### config.mk
export PLATFORM = sky130hd
export DESIGN_NAME = pipe_ctrl
export DESIGN_NICKNAME = d
export VERILOG_FILES = /design/src/rtl/pipe_ctrl_pkg.sv /design/src/rtl/pipe_ctrl_load_use_detect.sv /design/src/rtl/pipe_ctrl.sv
export SDC_FILE = /design/constraint.sdc
export NUM_CORES = 1
export LEC_CHECK = 0
export ABC_AREA = 1
export ABC_CLOCK_PERIOD_IN_PS = 1950
export CAP_MARGIN = 30
export CORE_UTILIZATION = 39
export DETAILED_ROUTE_END_ITERATION = 10
export GPL_ROUTABILITY_DRIVEN = 1
export GPL_TIMING_DRIVEN = 0
export PLACE_DENSITY = 0.81
export SLEW_MARGIN = 40
export SYNTH_ARGS = -nofsm -noshare
export SYNTH_HDL_FRONTEND = slang
export SYNTH_SLANG_ARGS = --single-unit
### constraint.sdc
create_clock -name clk -period 1.95 [get_ports clk]
set_input_delay 0.39 -clock clk [delete_from_list [all_inputs] [get_ports clk]]
set_output_delay 0.39 -clock clk [all_outputs]
set_load 0.01 [all_outputs]
### src/rtl/pipe_ctrl_pkg.sv
// Shared definitions for the pipeline sequencing controller: state encoding,
// default register-address width and the mult/div counter width helper.
package pipe_ctrl_pkg;

  typedef enum logic [1:0] {
    RUN     = 2'd0,
    MD_BUSY = 2'd1,
    HALTED  = 2'd2
  } state_t;

  localparam int REG_AW_DEF = 5;

  // Counter must hold MD_LAT-1; one extra bit keeps MD_LAT==1 at a legal width.
  function automatic int cnt_width(input int md_lat);
    return $clog2(md_lat) + 1;
  endfunction

endpackage

### src/rtl/pipe_ctrl_load_use_detect.sv
// Load-use hazard detector: a load in EX whose destination (other than r0)
// is read by the instruction currently in ID.
module load_use_detect
  import pipe_ctrl_pkg::*;
#(
  parameter int REG_AW = REG_AW_DEF
) (
  input  logic [REG_AW-1:0] id_rs,
  input  logic [REG_AW-1:0] id_rt,
  input  logic              ex_memread,
  input  logic [REG_AW-1:0] ex_rt,
  output logic              hazard
);

  assign hazard = ex_memread
                & (ex_rt != {REG_AW{1'b0}})
                & ((ex_rt == id_rs) | (ex_rt == id_rt));

endmodule

### src/rtl/pipe_ctrl.sv
// Pipeline sequencing controller: drives PC enable and the en/clr pair of every
// stage register for load-use stalls, taken-branch flushes, multi-cycle
// mult/div stalls and halt/resume.
// Optional feature macro: PIPE_PERF_CNT_EN adds saturating stall/flush counters.
module pipe_ctrl
  import pipe_ctrl_pkg::*;
#(
  parameter int REG_AW = REG_AW_DEF,
  parameter int MD_LAT = 4
`ifdef PIPE_PERF_CNT_EN
  ,
  parameter int CNT_W  = 32
`endif
) (
  input  logic              clk,
  input  logic              rst_n,
  input  logic [REG_AW-1:0] id_rs,
  input  logic [REG_AW-1:0] id_rt,
  input  logic              ex_memread,
  input  logic [REG_AW-1:0] ex_rt,
  input  logic              ex_br_taken,
  input  logic              ex_md_start,
  input  logic              wb_halt,
  input  logic              resume,
  output logic              pc_en,
  output logic              ifid_en,
  output logic              ifid_clr,
  output logic              idex_en,
  output logic              idex_clr,
  output logic              exmem_en,
  output logic              exmem_clr,
  output logic              memwb_en,
  output logic              memwb_clr,
  output logic              halted
`ifdef PIPE_PERF_CNT_EN
  ,
  output logic [CNT_W-1:0]  stall_cnt,
  output logic [CNT_W-1:0]  flush_cnt
`endif
);

  localparam int            CW      = cnt_width(MD_LAT);
  localparam logic [CW-1:0] MD_INIT = CW'(MD_LAT - 1);
  localparam logic [CW-1:0] CNT_ONE = CW'(32'd1);

  state_t        state_r;
  logic [CW-1:0] cnt_r;
  logic          md_ack_r;
  logic          hazard_s;
  logic          md_stall_s;
  logic          br_fire_s;
  logic          lu_fire_s;

  load_use_detect #(.REG_AW(REG_AW)) u_lud (
    .id_rs      (id_rs),
    .id_rt      (id_rt),
    .ex_memread (ex_memread),
    .ex_rt      (ex_rt),
    .hazard     (hazard_s)
  );

  // md_ack suppresses a restart in the advance cycle right after a stall.
  assign md_stall_s = (state_r == MD_BUSY)
                    | ((state_r == RUN) & ex_md_start & ~md_ack_r);
  assign br_fire_s  = (state_r == RUN) & ~wb_halt & ~md_stall_s & ex_br_taken;
  assign lu_fire_s  = (state_r == RUN) & hazard_s;

  // Stage-register controls, highest-priority rule first.
  always_comb begin
    pc_en     = 1'b1;
    ifid_en   = 1'b1;
    ifid_clr  = 1'b0;
    idex_en   = 1'b1;
    idex_clr  = 1'b0;
    exmem_en  = 1'b1;
    exmem_clr = 1'b0;
    memwb_en  = 1'b1;
    memwb_clr = 1'b0;
    halted    = rst_n & (state_r == HALTED);
    if (!rst_n) begin
      pc_en     = 1'b0;
      ifid_en   = 1'b0;
      ifid_clr  = 1'b1;
      idex_en   = 1'b0;
      idex_clr  = 1'b1;
      exmem_en  = 1'b0;
      exmem_clr = 1'b1;
      memwb_en  = 1'b0;
      memwb_clr = 1'b1;
    end else if (wb_halt || (state_r == HALTED)) begin
      pc_en    = 1'b0;
      ifid_en  = 1'b0;
      idex_en  = 1'b0;
      exmem_en = 1'b0;
      memwb_en = 1'b0;
    end else if (md_stall_s) begin
      // Hold front end; EX/MEM takes a bubble while older work drains.
      pc_en     = 1'b0;
      ifid_en   = 1'b0;
      idex_en   = 1'b0;
      exmem_clr = 1'b1;
    end else if (br_fire_s) begin
      ifid_clr = 1'b1;
      idex_clr = 1'b1;
    end else if (lu_fire_s) begin
      pc_en    = 1'b0;
      ifid_en  = 1'b0;
      idex_clr = 1'b1;
    end else begin
      pc_en = 1'b1;
    end
  end

  // Control state, mult/div countdown and the one-shot acknowledge.
  always_ff @(posedge clk or negedge rst_n) begin
    if (!rst_n) begin
      state_r  <= RUN;
      cnt_r    <= {CW{1'b0}};
      md_ack_r <= 1'b0;
    end else if (wb_halt) begin
      state_r  <= HALTED;
      cnt_r    <= {CW{1'b0}};
      md_ack_r <= 1'b0;
    end else begin
      case (state_r)
        HALTED: begin
          if (resume) state_r <= RUN;
          else        state_r <= HALTED;
        end
        MD_BUSY: begin
          cnt_r <= cnt_r - CNT_ONE;
          if (cnt_r == CNT_ONE) begin
            state_r  <= RUN;
            md_ack_r <= 1'b1;
          end else begin
            state_r <= MD_BUSY;
          end
        end
        RUN: begin
          if (md_ack_r) begin
            md_ack_r <= 1'b0;
          end else if (ex_md_start) begin
            if (MD_LAT == 1) begin
              md_ack_r <= 1'b1;
            end else begin
              state_r <= MD_BUSY;
              cnt_r   <= MD_INIT;
            end
          end else begin
            state_r <= RUN;
          end
        end
        default: begin
          state_r  <= RUN;
          cnt_r    <= {CW{1'b0}};
          md_ack_r <= 1'b0;
        end
      endcase
    end
  end

`ifdef PIPE_PERF_CNT_EN
  logic stall_ev_s;
  assign stall_ev_s = ~pc_en & (state_r != HALTED) & ~wb_halt;

  // Saturating performance counters for stall and flush cycles.
  always_ff @(posedge clk or negedge rst_n) begin
    if (!rst_n) begin
      stall_cnt <= {CNT_W{1'b0}};
      flush_cnt <= {CNT_W{1'b0}};
    end else begin
      if (stall_ev_s && (stall_cnt != {CNT_W{1'b1}})) stall_cnt <= stall_cnt + CNT_W'(32'd1);
      else                                             stall_cnt <= stall_cnt;
      if (br_fire_s && (flush_cnt != {CNT_W{1'b1}}))  flush_cnt <= flush_cnt + CNT_W'(32'd1);
      else                                             flush_cnt <= flush_cnt;
    end
  end
`endif

endmodule

# Word-level counts from Yosys, hierarchy flattened
# Index checks and enable logic that the tools add are counted.
# word_totals
ff_bits,6
inputBits,22
output_inout_bits,10
elab_cells,68
# classes
n_addsub,1
n_eq_ne,9
n_mux,36
bitwise_logic,14
n_reduce_logical,5
# ops
operator,n
1-bit 2-to-1 mux,27
5-bit equality test,2
1-bit bitwise AND,9
3-bit 2-to-1 mux,3
3-bit case mux with 3 select lines,1
2-bit 2-to-1 mux,3
3-bit inequality test (second input constant),2
2-bit case mux with 3 select lines,1
5-bit nonzero test,1
3-bit by 1-bit equality test with 1-bit output (second input constant),1
3-bit by 2-bit inequality test with 1-bit output (second input constant),1
1-bit inverter,3
3-bit AND reduction,1
3-bit by 1-bit subtractor with 3-bit output (second input constant),1
2-bit by 1-bit equality test with 1-bit output (second input constant),1
2-bit equality test (second input constant),1
2-bit zero test,1
2-bit inequality test (second input constant),1
1-bit bitwise OR,2
1-bit case mux with 2 select lines,1
2-bit AND reduction,1
1-bit logical OR,1

# Logic depth before layout (Yosys ltp)
# Gate-level depths: netlist of run 1.
# depth
ltp_word,11
mapped_depth,10
depth_no_buf,9

# Modules after synthesis
# Synthesis of run 1 repeated with hierarchy kept, for this count alone.
# unflattened
cells_unflattened,109
hier_area_um2,638.1
# by_module_without_submodules
mod,n_inst,cells_each,area_each_um2,seq_area_each_um2
pipe_ctrl,1,64,442.9,150.1
load_use_detect,1,45,195.2,0.0

# Worst setup path after synthesis of run 1
# No wires, ideal clock.
# synth_path
path_kind,register to output
startpoint,register state_r[0]
endpoint,output pc_en
arrival_ns,1.172
t_required_ns,1.560
path_slack_ns,0.388
stages_incl_launch_ff,8
n_path_buf,1
cell_sequence,dfrtp_1 > inv_2 > nand2_1 > nand2_1 > nor3_2 > nand2_1 > inv_1 > buf_4
# synth_between
elab_chain_len,11
elab_cells_between_ends,17
cone_classes,eq/ne (2); mux (5); bitwise (8); reduce/logical (2)
# synth_rtl
item,line,text
"start, declared",pipe_ctrl.sv:46,state_t state_r;
"start signal, assigned",pipe_ctrl.sv:117,state_r <= RUN;
"start signal, assigned",pipe_ctrl.sv:121,state_r <= HALTED;
"start signal, assigned",pipe_ctrl.sv:127,if (resume) state_r <= RUN;
2-bit zero test,"pipe_ctrl.sv:64, pipe_ctrl.sv:65, pipe_ctrl.sv:66",
1-bit bitwise AND (2 in a row),pipe_ctrl.sv:64,| ((state_r == RUN) & ex_md_start & ~md_ack_r);
1-bit bitwise OR,pipe_ctrl.sv:64,
1-bit inverter,pipe_ctrl.sv:65,assign br_fire_s = (state_r == RUN) & ~wb_halt & ~md_stall_s & ex_br_taken;
1-bit bitwise AND (2 in a row),pipe_ctrl.sv:65,
1-bit 2-to-1 mux (2 in a row),-,
1-bit 2-to-1 mux (*) (2 in a row),-,
"end, declared",pipe_ctrl.sv:25,"output logic pc_en,"
# Every way passes the cells marked *; elsewhere a longest branch is shown, timed or not.

# Final worst setup path of run 1
# layout_path
startpoint,input id_rs[0]
endpoint,output pc_en
# layout_between
elab_chain_len,9
# layout_rtl
item,line,text
"start, declared",pipe_ctrl.sv:17,"input logic [REG_AW-1:0] id_rs,"
5-bit equality test,pipe_ctrl_load_use_detect.sv:17,& ((ex_rt == id_rs) | (ex_rt == id_rt));
1-bit bitwise OR,pipe_ctrl_load_use_detect.sv:17,
1-bit bitwise AND,pipe_ctrl_load_use_detect.sv:17,
1-bit bitwise AND,pipe_ctrl.sv:66,assign lu_fire_s = (state_r == RUN) & hazard_s;
1-bit 2-to-1 mux,pipe_ctrl.sv:105,end else if (lu_fire_s) begin
1-bit 2-to-1 mux,pipe_ctrl.sv:102,end else if (br_fire_s) begin
1-bit 2-to-1 mux,pipe_ctrl.sv:96,end else if (md_stall_s) begin
1-bit 2-to-1 mux,pipe_ctrl.sv:90,end else if (wb_halt || (state_r == HALTED)) begin
1-bit 2-to-1 mux,pipe_ctrl.sv:80,if (!rst_n) begin
# Every way passes these cells.

==> results of run 1 <==
[flip-flops by register name, summed over array words and instances, names as in the netlist]
signal,cells
state_r,2
md_ack_r,1
cnt_r,3
[layout make-up]
class                   instances  share of cell area
repair buffers                 32               0.291
well taps                      16              0.0209
clock buffers                   3              0.0235
flip-flops and latches          6               0.158
multi-input cells              79               0.402
plain buffers                   2              0.0156
inverters                      23              0.0900
[worst max-delay path: stages]
cell	delay (ns)
dlygate4sd2_1	0.24
nor2_1	0.08
nor2_1	0.06
nor2_1	0.09
nand3_1	0.08
nand2_1	0.08
nand3_1	0.07
nand2_1	0.06
inv_1	0.04
buf_4	0.12
buf_2	0.13
[logic make-up after synthesis]
kind of cell,after synthesis,synth area share
AND/OR/NAND/NOR,63,0.406
buffers and inverters,25,0.163
AO/OA/AOI/OAI,12,0.121
flip-flops,6,0.241
XOR/XNOR,2,0.0282
adder cells (fa/ha/maj),2,0.0402
[per-layer routing]
metal  vias up  part of all wire  wire [um]
met4         0                 0          0
met3         0             0.068        114
li1        405                 -          -
met5         -                 0          0
met2        28              0.55        924
met1       343              0.38        633
[per-stage QoR]
stage,instances,util,setup slack (ns),hold WS (ns)
2_1_floorplan,110,-,0.388,0.0944
3_3_place_gp,157,0.639,-0.676,0.502
3_5_place_dp,157,0.639,-0.703,0.521
4_1_cts,160,0.636,-0.0136,0.0778
5_1_grt,161,0.645,-0.00459,0.0940
6_report,161,0.645,0.117,0.0850
[cells in the mapped netlist, drive strengths merged]
master  instances
nand4           1
ha              2
nor3            1
buf             2
o21ai           5
dfrtp           6
nor2           18
nand2          37
a31o            1
xnor2           2
a21oi           5
nand3           6
inv            23
o41ai           1
[what timing repair did]
| action | CTS | global route |
|---|---|---|
| pin swaps | 8 | 6 |
| setup endpoints to repair | 10 | 6 |
| setup buffers | 0 | 1 |
| gates resized for setup | 41 | 14 |
[power by group]
| part | switching [W] | total (W) | leakage [nW] | internal (W) |
|---|---|---|---|---|
| sequential | 0.00000859 | 0.000143 | 0.0771 | 0.000134 |
| combinational | 0.0000860 | 0.000162 | 0.498 | 0.0000756 |
| clock | 0.0000405 | 0.000110 | 0.0138 | 0.0000693 |
| total | 0.000135 | 0.000414 | 0.589 | 0.000279 |
[final timing paths]
path / start / endpoint / depth (start not counted)
setup / recovery: id_rs[0] / pc_en / 11
hold / removal: rst_n / cnt_r[1] / 1
setup reg to reg: md_ack_r / cnt_r[1] / 7
hold reg to reg: cnt_r[0] / cnt_r[0] / 2
max in group asynchronous: rst_n / state_r[1] / 1
min in group clk: cnt_r[0] / cnt_r[0] / 2
==> qor.txt, run 1 <==
post-synthesis instance total -> 110
die area -> 0.00176 mm^2
placer congestion estimate -> 0.775
maximum vdd drop -> 323 uV
fin nets -> 171
Routed Antenna Nets -> 0
Layout fillers -> 143
Buffers on Ports -> 31
Layout Area Growth over Synthesis -> 54.3%
Boundary Pins -> 32
leading area contributor after synthesis -> dfrtp_1
Max-Cap Viols -> 0
Avg WL per Cell -> 10.4 um
Worst Clk Skew -> 0.00506 ns
Remaining DRCs -> 0
first-pass GRT wire length -> 2730 um
r2r setup slk -> 0.72 ns
Reg clk slew, reported paths -> 0.04 ns
antenna cells -> 0
CORE AREA -> 0.00149 mm^2
initial antenna violation count -> 0
Top Usage Layer GRT -> met2
half-perimeter wire length after placement -> 1310 um
CTS root buffer -> clkbuf_4
Post-CTS Hold Buffers -> 0
Cell Pwr Density -> 432 mW/mm^2
Peak Freq -> 0.546 GHz
first-iteration detailed-routing DRC count -> 23
Total Neg Setup Slack -> 0 ns
Area contributors post-synth -> dfrtp_1, nand2_1, inv_1
Die Y -> 41.9 um
routed wire length -> 1670 um
met3 GRT Util -> 0.0435
Rel. slew slack -> 0.826
status -> finished clean
commonest non-fill, non-tap cell in the layout -> nand2_1
placed instance area -> 952 um^2
fin. max-slew vios -> 0
startpoint types -> input pin
Final Cell Area -> 960 um^2
Cell variety after synth -> 18
vias per std cell -> 4.82
M1 GR Usage -> 0.190
GRT Util Overall -> 0.200
Skew-Pair Late Insertion Delay -> 0.24 ns
fraction of layout cells with a size suffix above 1 -> 0.172
Seq/Total Area, Yosys -> 0.241
Die Wd -> 41.9 um
cts bufs inserted -> 3
CTS sink cnt -> 6
CP Capture Type -> output port
overall power -> 0.000414 W
Critical Path RT -> 1.56 ns
WS Path Type -> input pin to output port
num rows -> 14
via count -> 776
Yosys top cell area share -> 0.241
area used by multi-input combinational logic -> 385 um^2
leak pwr -> 0.589 nW
commonest non-fill, non-tap cells in the layout -> nand2_1, inv_1, nor2_1, dlygate4sd2_1, nand3_1
CTS H-tree lvls -> 1
largest net degree at the start of global routing -> 10
Post-Synthesis Net Count -> 134
worst-path fanout max -> 2
FF+latch area -> 151 um^2
minimum clock period -> 1.83 ns
met2 global-route usage -> 0.391
Hold Crit Class -> input pin to asynchronous set/reset pin
Clock Path Buffers -> 2
YS warnings -> 0
# setup viols final -> 0
Final Hold Viols -> 0
synthesized area per cell -> 5.65 um^2
fin crit share -> 0.940
vias in the first global route -> 742
Initial Utilization -> 0.418
Worst Tran Pin Value -> 0.257 ns
Synth Register Bits -> 6
critical path arrival -> 1.44 ns
TritonCTS clock tree -> yes
grt ovf -> 0
Mapped Area -> 622 um^2
DR pass1 iterations -> 4
Note: power is estimated with default switching activity, not from simulation.
==> inputs of run 2 (changes only) <==
REMOVE_ABC_BUFFERS = 1   (was unset)
==> run 2 against run 1 <==
  * Combinational power about the same
  * Wire length increased by 0.12%
  * Critical path depth decreased by 4
  * Global-route usage decreased by 0.15 points
  * Highest routed layer unchanged
==> qor.txt, run 2 (synthesis gave the netlist of run 1 again) <==
CTS sink cnt -> 6 (unchanged)
CTS H-tree lvls -> 1 (unchanged)
Boundary Pins -> 32 (unchanged)
Buffers on Ports -> 31 (unchanged)
first-iteration detailed-routing DRC count -> 14 (was 23)
CP Capture Type -> output port (unchanged)
Layout fillers -> 143 (unchanged)
antenna cells -> 0 (unchanged)
Layout Area Growth over Synthesis -> 56.1% (was 54.3%)
die area -> 0.00176 mm^2 (unchanged)
Rel. slew slack -> 0.808 (was 0.826)
RSZ-0062 raised after global routing -> false
worst-path fanout max -> 2 (unchanged)
vias in the first global route -> 729 (was 742)
Peak Freq -> 0.538 GHz (was 0.546 GHz)
fraction of layout cells with a size suffix above 1 -> 0.131 (was 0.172)
Critical Path RT -> 1.56 ns (about the same)
status -> finished clean (unchanged)
commonest non-fill, non-tap cell in the layout -> nand2_1 (unchanged)
# setup viols final -> 0 (unchanged)
minimum clock period -> 1.86 ns (was 1.83 ns)
TritonCTS clock tree -> yes (unchanged)
via count -> 792 (was 776)
Max-Cap Viols -> 0 (unchanged)
biggest regs -> cnt_r (3), state_r (2), md_ack_r (1) (unchanged)
Worst Clk Skew -> 0.00812 ns (was 0.00506 ns)
Final Hold Viols -> 0 (unchanged)
routed wire length -> 1680 um (was 1670 um)
Skew-Pair Late Insertion Delay -> 0.25 ns (was 0.24 ns)
area used by multi-input combinational logic -> 387 um^2 (was 385 um^2)
Routed Antenna Nets -> 0 (unchanged)
largest net degree at the start of global routing -> 10 (unchanged)
Die Wd -> 41.9 um (unchanged)
Remaining DRCs -> 0 (unchanged)
WHS -> 0.537 ns (was 0.0850 ns)
num rows -> 14 (unchanged)
Worst Tran Pin Value -> 0.287 ns (was 0.257 ns)
half-perimeter wire length after placement -> 1290 um (was 1310 um)
startpoint types -> input pin (unchanged)
Clock Path Buffers -> 2 (unchanged)
first-pass GRT wire length -> 2680 um (was 2730 um)
fin crit share -> 0.953 (was 0.940)
CTS root buffer -> clkbuf_4 (unchanged)
Reg clk slew, reported paths -> 0.05 ns (was 0.04 ns)
Avg WL per Cell -> 10.4 um (about the same)
slowest cell on the critical path -> clkdlybuf4s50_1 (was dlygate4sd2_1)
fin nets -> 171 (unchanged)
DR pass1 iterations -> 4 (unchanged)
Crit path largest cell delay -> 0.47 ns (was 0.24 ns)
fin. max-slew vios -> 0 (unchanged)
crit-path cells -> clkdlybuf4s50_1, xnor2_1, nand3_1, nand2_1, nand2_1, a21oi_2, buf_2 (was dlygate4sd2_1, nor2_1, nor2_1, nor2_1, nand3_1, nand2_1, nand3_1, nand2_1, inv_1, buf_4, buf_2)
FF+latch area -> 151 um^2 (unchanged)
cts bufs inserted -> 3 (unchanged)
vias per std cell -> 4.92 (was 4.82)
Cell Pwr Density -> 432 mW/mm^2 (about the same)
WS Path Type -> input pin to output port (unchanged)
placed instance area -> 937 um^2 (was 952 um^2)
initial antenna violation count -> 0 (unchanged)
commonest non-fill, non-tap cells in the layout -> nand2_1, inv_1, dlygate4sd2_1, nor2_1, nand3_1 (was nand2_1, inv_1, nor2_1, dlygate4sd2_1, nand3_1)
Final Cell Area -> 971 um^2 (was 960 um^2)
Top reg by flops -> cnt_r (unchanged)
grt ovf -> 0 (unchanged)
cell mode on critical path -> nand2_1 (was nor2_1)
max reg flops -> 3 (unchanged)
critical path arrival -> 1.47 ns (was 1.44 ns)
CORE AREA -> 0.00149 mm^2 (unchanged)
Initial Utilization -> 0.418 (unchanged)
maximum vdd drop -> 377 uV (was 323 uV)
GRT Util Overall -> 0.199 (was 0.200)
Die Y -> 41.9 um (unchanged)
placer congestion estimate -> 0.800 (was 0.775)
leak pwr -> 0.589 nW (about the same)
Hold Crit Class -> flop to flop (was input pin to asynchronous set/reset pin)
==> run 2: changes by cell type in the layout (fill, tap and decap cells not counted) <==
cell	delta
a21oi_1	-1
clkdlybuf4s50_1	+1
dlygate4sd3_1	+1
inv_1	+1
dlygate4sd2_1	+4
a21oi_2	+1
nor2_1	+1
clkdlybuf4s18_2	-1
buf_4	-2
nor2_2	-1
buf_2	+1
clkbuf_2	-3
inv_2	-1
clkdlybuf4s15_1	-1
==> run 2: critical path: cells and delay by family <==
kind / cells / cell delay [ns]
AO/OA/AOI/OAI: 1 / 0.11
XOR/XNOR: 1 / 0.12
buffers and inverters: 2 / 0.61
AND/OR/NAND/NOR: 3 / 0.24
==> run 2: final timing paths <==
path / from / endpoint / slack (ns) / cells after the start
setup / recovery: id_rs[4] / idex_clr / 0.09 / 7
hold / removal: cnt_r[2] / cnt_r[2] / 0.54 / 2
setup reg to reg: state_r[0] / cnt_r[1] / 0.65 / 7
hold reg to reg: cnt_r[2] / cnt_r[2] / 0.54 / 2
max in group asynchronous: rst_n / state_r[1] / 1.09 / 2
min in group asynchronous: rst_n / cnt_r[2] / 0.61 / 2
==> run 2: area by class of cell <==
class,instances,share of cell area
timing repair buffer,34,0.313
inverter,23,0.0889
clock buffer,3,0.0232
sequential,6,0.156
multi-input combinational,79,0.398
tap,16,0.0206
==> run 2: power breakdown <==
| group | switching, W | internal, W |
|---|---|---|
| registers | 0.00000817 | 0.000134 |
| clock network | 0.0000446 | 0.0000696 |
| logic | 0.0000864 | 0.0000769 |
==> run 2: metal layers <==
metal / part of all wire / wire [um] / up-vias / global-route usage
met5: 0 / 0 / - / 0
met4: 0 / 0 / 0 / 0.110
met3: 0.062 / 104 / 0 / 0.0391
met2: 0.52 / 873 / 25 / 0.363
met1: 0.42 / 697 / 362 / 0.210
li1: - / - / 405 / -
==> run 2: repair_timing <==
action	CTS	global route
pin swaps	10	7
hold buffers	0	1
gates resized for setup	41	6
endpoints found under the setup margin	10	6
buffers inserted	1	1
hold endpoints to repair	0	6
==> run 2: metrics by stage <==
stage / total power [W] / setup slack, ns / util / setup TNS [ns] / std cells
floorplan: 0.000222 / 0.466 / - / 0 / 108
global placement: 0.000307 / -0.584 / 0.629 / -4.14 / 155
detailed placement: 0.000314 / -0.611 / 0.629 / -4.42 / 155
CTS: 0.000422 / 0.0131 / 0.637 / 0 / 159
global route: 0.000449 / 0.00225 / 0.652 / 0 / 161
finish: 0.000420 / 0.0908 / 0.652 / 0 / 161
==> inputs of run 3 (changes only) <==
CORE_UTILIZATION = 30   (was 39)
DONT_BUFFER_PORTS = 1   (was unset)
PLACE_DENSITY = 0.46   (was 0.81)
==> run 3 against run 2 <==
  * Final area is 29% lower
  * Worst setup slack improved by 0.056 ns
  * Utilization is 30 points lower
  * Via count down 20%
  * Critical path type is now flop to output port
  * Critical endpoint unchanged
==> qor.txt, run 3 (synthesis gave the netlist of run 1 again) <==
status -> finished clean (unchanged)
P_sw -> 0.000119 W (was 0.000139 W)
Buffers on Ports -> 0 (was 31)
biggest regs -> cnt_r (3), state_r (2), md_ack_r (1) (unchanged)
startpoint types -> flop (was input pin)
die area -> 0.00226 mm^2 (was 0.00176 mm^2)
initial antenna violation count -> 0 (unchanged)
first-pass GRT wire length -> 1800 um (was 2680 um)
Total Neg Setup Slack -> 0 ns (unchanged)
Reg clk slew, reported paths -> 0.05 ns (about the same)
crit-path cells -> nor2_2, nand4_1, nand2_1, inv_1, a21oi_2 (was clkdlybuf4s50_1, xnor2_1, nand3_1, nand2_1, nand2_1, a21oi_2, buf_2)
CTS H-tree lvls -> 1 (unchanged)
DR pass1 iterations -> 6 (was 4)
max reg flops -> 3 (unchanged)
setup bufs post-CTS -> 0 (was 1)
clock share of power -> 0.321 (was 0.272)
via count -> 633 (was 792)
Worst Tran Pin Value -> 0.367 ns (was 0.287 ns)
Boundary Pins -> 32 (unchanged)
Skew-Pair Late Insertion Delay -> 0.24 ns (was 0.25 ns)
commonest non-fill, non-tap cell in the layout -> nand2_1 (unchanged)
Rel. slew slack -> 0.755 (was 0.808)
vias in the first global route -> 498 (was 729)
final cell count without fillers -> 139 (was 161)
minimum clock period -> 1.80 ns (was 1.86 ns)
Final Hold Viols -> 0 (unchanged)
CTS sink cnt -> 6 (unchanged)
Worst Clk Skew -> 0.00388 ns (was 0.00812 ns)
Clock Path Buffers -> 2 (unchanged)
combinational power share -> 0.287 (was 0.389)
Max-Cap Viols -> 0 (unchanged)
critical path arrival -> 1.41 ns (was 1.47 ns)
Die Y -> 47.5 um (was 41.9 um)
CTS root buffer -> clkbuf_4 (unchanged)
Switching Fraction -> 0.332 (was 0.331)
RSZ-0062 raised after global routing -> false (unchanged)
Top reg by flops -> cnt_r (unchanged)
half-perimeter wire length after placement -> 1140 um (was 1290 um)
CORE AREA -> 0.00196 mm^2 (was 0.00149 mm^2)
Placed Instances -> 135 (was 155)
# setup viols final -> 0 (unchanged)
commonest non-fill, non-tap cells in the layout -> nand2_1, inv_1, nor2_1, nand3_1, dfrtp_1 (was nand2_1, inv_1, dlygate4sd2_1, nor2_1, nand3_1)
antenna cells -> 0 (unchanged)
area used by multi-input combinational logic -> 383 um^2 (was 387 um^2)
fraction of layout cells with a size suffix above 1 -> 0.0982 (was 0.131)
routed wire length -> 1400 um (was 1680 um)
internal power -> 0.000240 W (was 0.000281 W)
vias per std cell -> 4.55 (was 4.92)
FF+latch area -> 150 um^2 (was 151 um^2)
Die Wd -> 47.5 um (was 41.9 um)
Avg WL per Cell -> 10.1 um (was 10.4 um)
CP Capture Type -> output port (unchanged)
TritonCTS clock tree -> yes (unchanged)
Remaining DRCs -> 0 (unchanged)
Layout Area Growth over Synthesis -> 10.3% (was 56.1%)
Crit path largest cell delay -> 0.44 ns (was 0.47 ns)
cts bufs inserted -> 3 (unchanged)
grt ovf -> 0 (unchanged)
Hold Crit Class -> input pin to flop (was flop to flop)
Seq pwr share -> 0.392 (was 0.339)
GRT Util Overall -> 0.116 (was 0.199)
WS Path Type -> flop to output port (was input pin to output port)
Routed Antenna Nets -> 0 (unchanged)
maximum vdd drop -> 358 uV (was 377 uV)
first-iteration detailed-routing DRC count -> 13 (was 14)
leak pwr -> 0.393 nW (was 0.589 nW)
Critical Path RT -> 1.56 ns (about the same)
worst-path fanout max -> 6 (was 2)
largest net degree at the start of global routing -> 7 (was 10)
fin nets -> 138 (was 171)
WHS -> 0.237 ns (was 0.537 ns)
Layout fillers -> 231 (was 143)
Peak Freq -> 0.555 GHz (was 0.538 GHz)
num rows -> 16 (was 14)
Cell Pwr Density -> 524 mW/mm^2 (was 432 mW/mm^2)
Initial Utilization -> 0.317 (was 0.418)
placer congestion estimate -> 0.805 (was 0.800)
fin. max-slew vios -> 0 (unchanged)
slowest cell on the critical path -> dfrtp_1 (was clkdlybuf4s50_1)
fin crit share -> 0.925 (was 0.953)
-- run 3: cell type report --
cell class                      count  area share
Inverter                           23       0.126
Clock buffer                        3      0.0328
Sequential cell                     6       0.219
Tap cell                           27      0.0493
Multi-Input combinational cell     79       0.558
Timing Repair Buffer                1      0.0146
-- run 3: worst paths after layout --
check / start / end / slack, ns / depth (start not counted)
min: wb_halt / cnt_r[2] / 0.24 / 1
max in group asynchronous: rst_n / md_ack_r / 1.24 / 1
max reg2reg: md_ack_r / cnt_r[1] / 0.68 / 6
min reg2reg: cnt_r[2] / cnt_r[2] / 0.53 / 2
min in group asynchronous: rst_n / cnt_r[1] / 0.47 / 1
max: state_r[1] / idex_clr / 0.15 / 5
-- run 3: what timing repair did --
item,4_1_cts,5_1_grt
hold endpoints to repair,6,0
setup endpoints to repair,0,3
hold buffers,1,0
gates resized for setup,0,4
-- run 3: power by group through the flow --
stage          clock network (W)   logic, W  registers [W]
2_1_floorplan                  0  0.0000810       0.000141
3_5_place_dp                   0  0.0000955       0.000142
3_3_place_gp                   0  0.0000939       0.000142
4_1_cts                 0.000118   0.000101       0.000140
5_1_grt                 0.000121   0.000119       0.000142
6_report                0.000115   0.000103       0.000141
-- run 3: layer usage --
metal / track usage / vias to the layer above / routed length, um / share of wire
met3: 0.0113 / 2 / 82 / 0.059
met4: 0.0833 / 0 / 12 / 0.0086
met1: 0.115 / 273 / 581 / 0.42
li1: - / 338 / - / -
met2: 0.222 / 20 / 722 / 0.52
met5: 0 / - / 0 / 0
-- run 3: critical path: cells and delay by family, from the launching register on --
family          cells  cell delay, ns
flops               1            0.44
compound gates      1            0.19
simple gates        3            0.47
buf+inv             1            0.07
-- run 3: per-stage QoR --
stage | instance area (um^2) | utilization | setup WS, ns | total power, W
finish | 686 | 0.349 | 0.147 | 0.000359
detailed placement | 641 | 0.327 | 0.317 | 0.000238
floorplan | 607 | - | 0.466 | 0.000222
global route | 686 | 0.349 | 0.0237 | 0.000382
global placement | 641 | 0.327 | 0.324 | 0.000236
CTS | 673 | 0.343 | 0.0547 | 0.000359
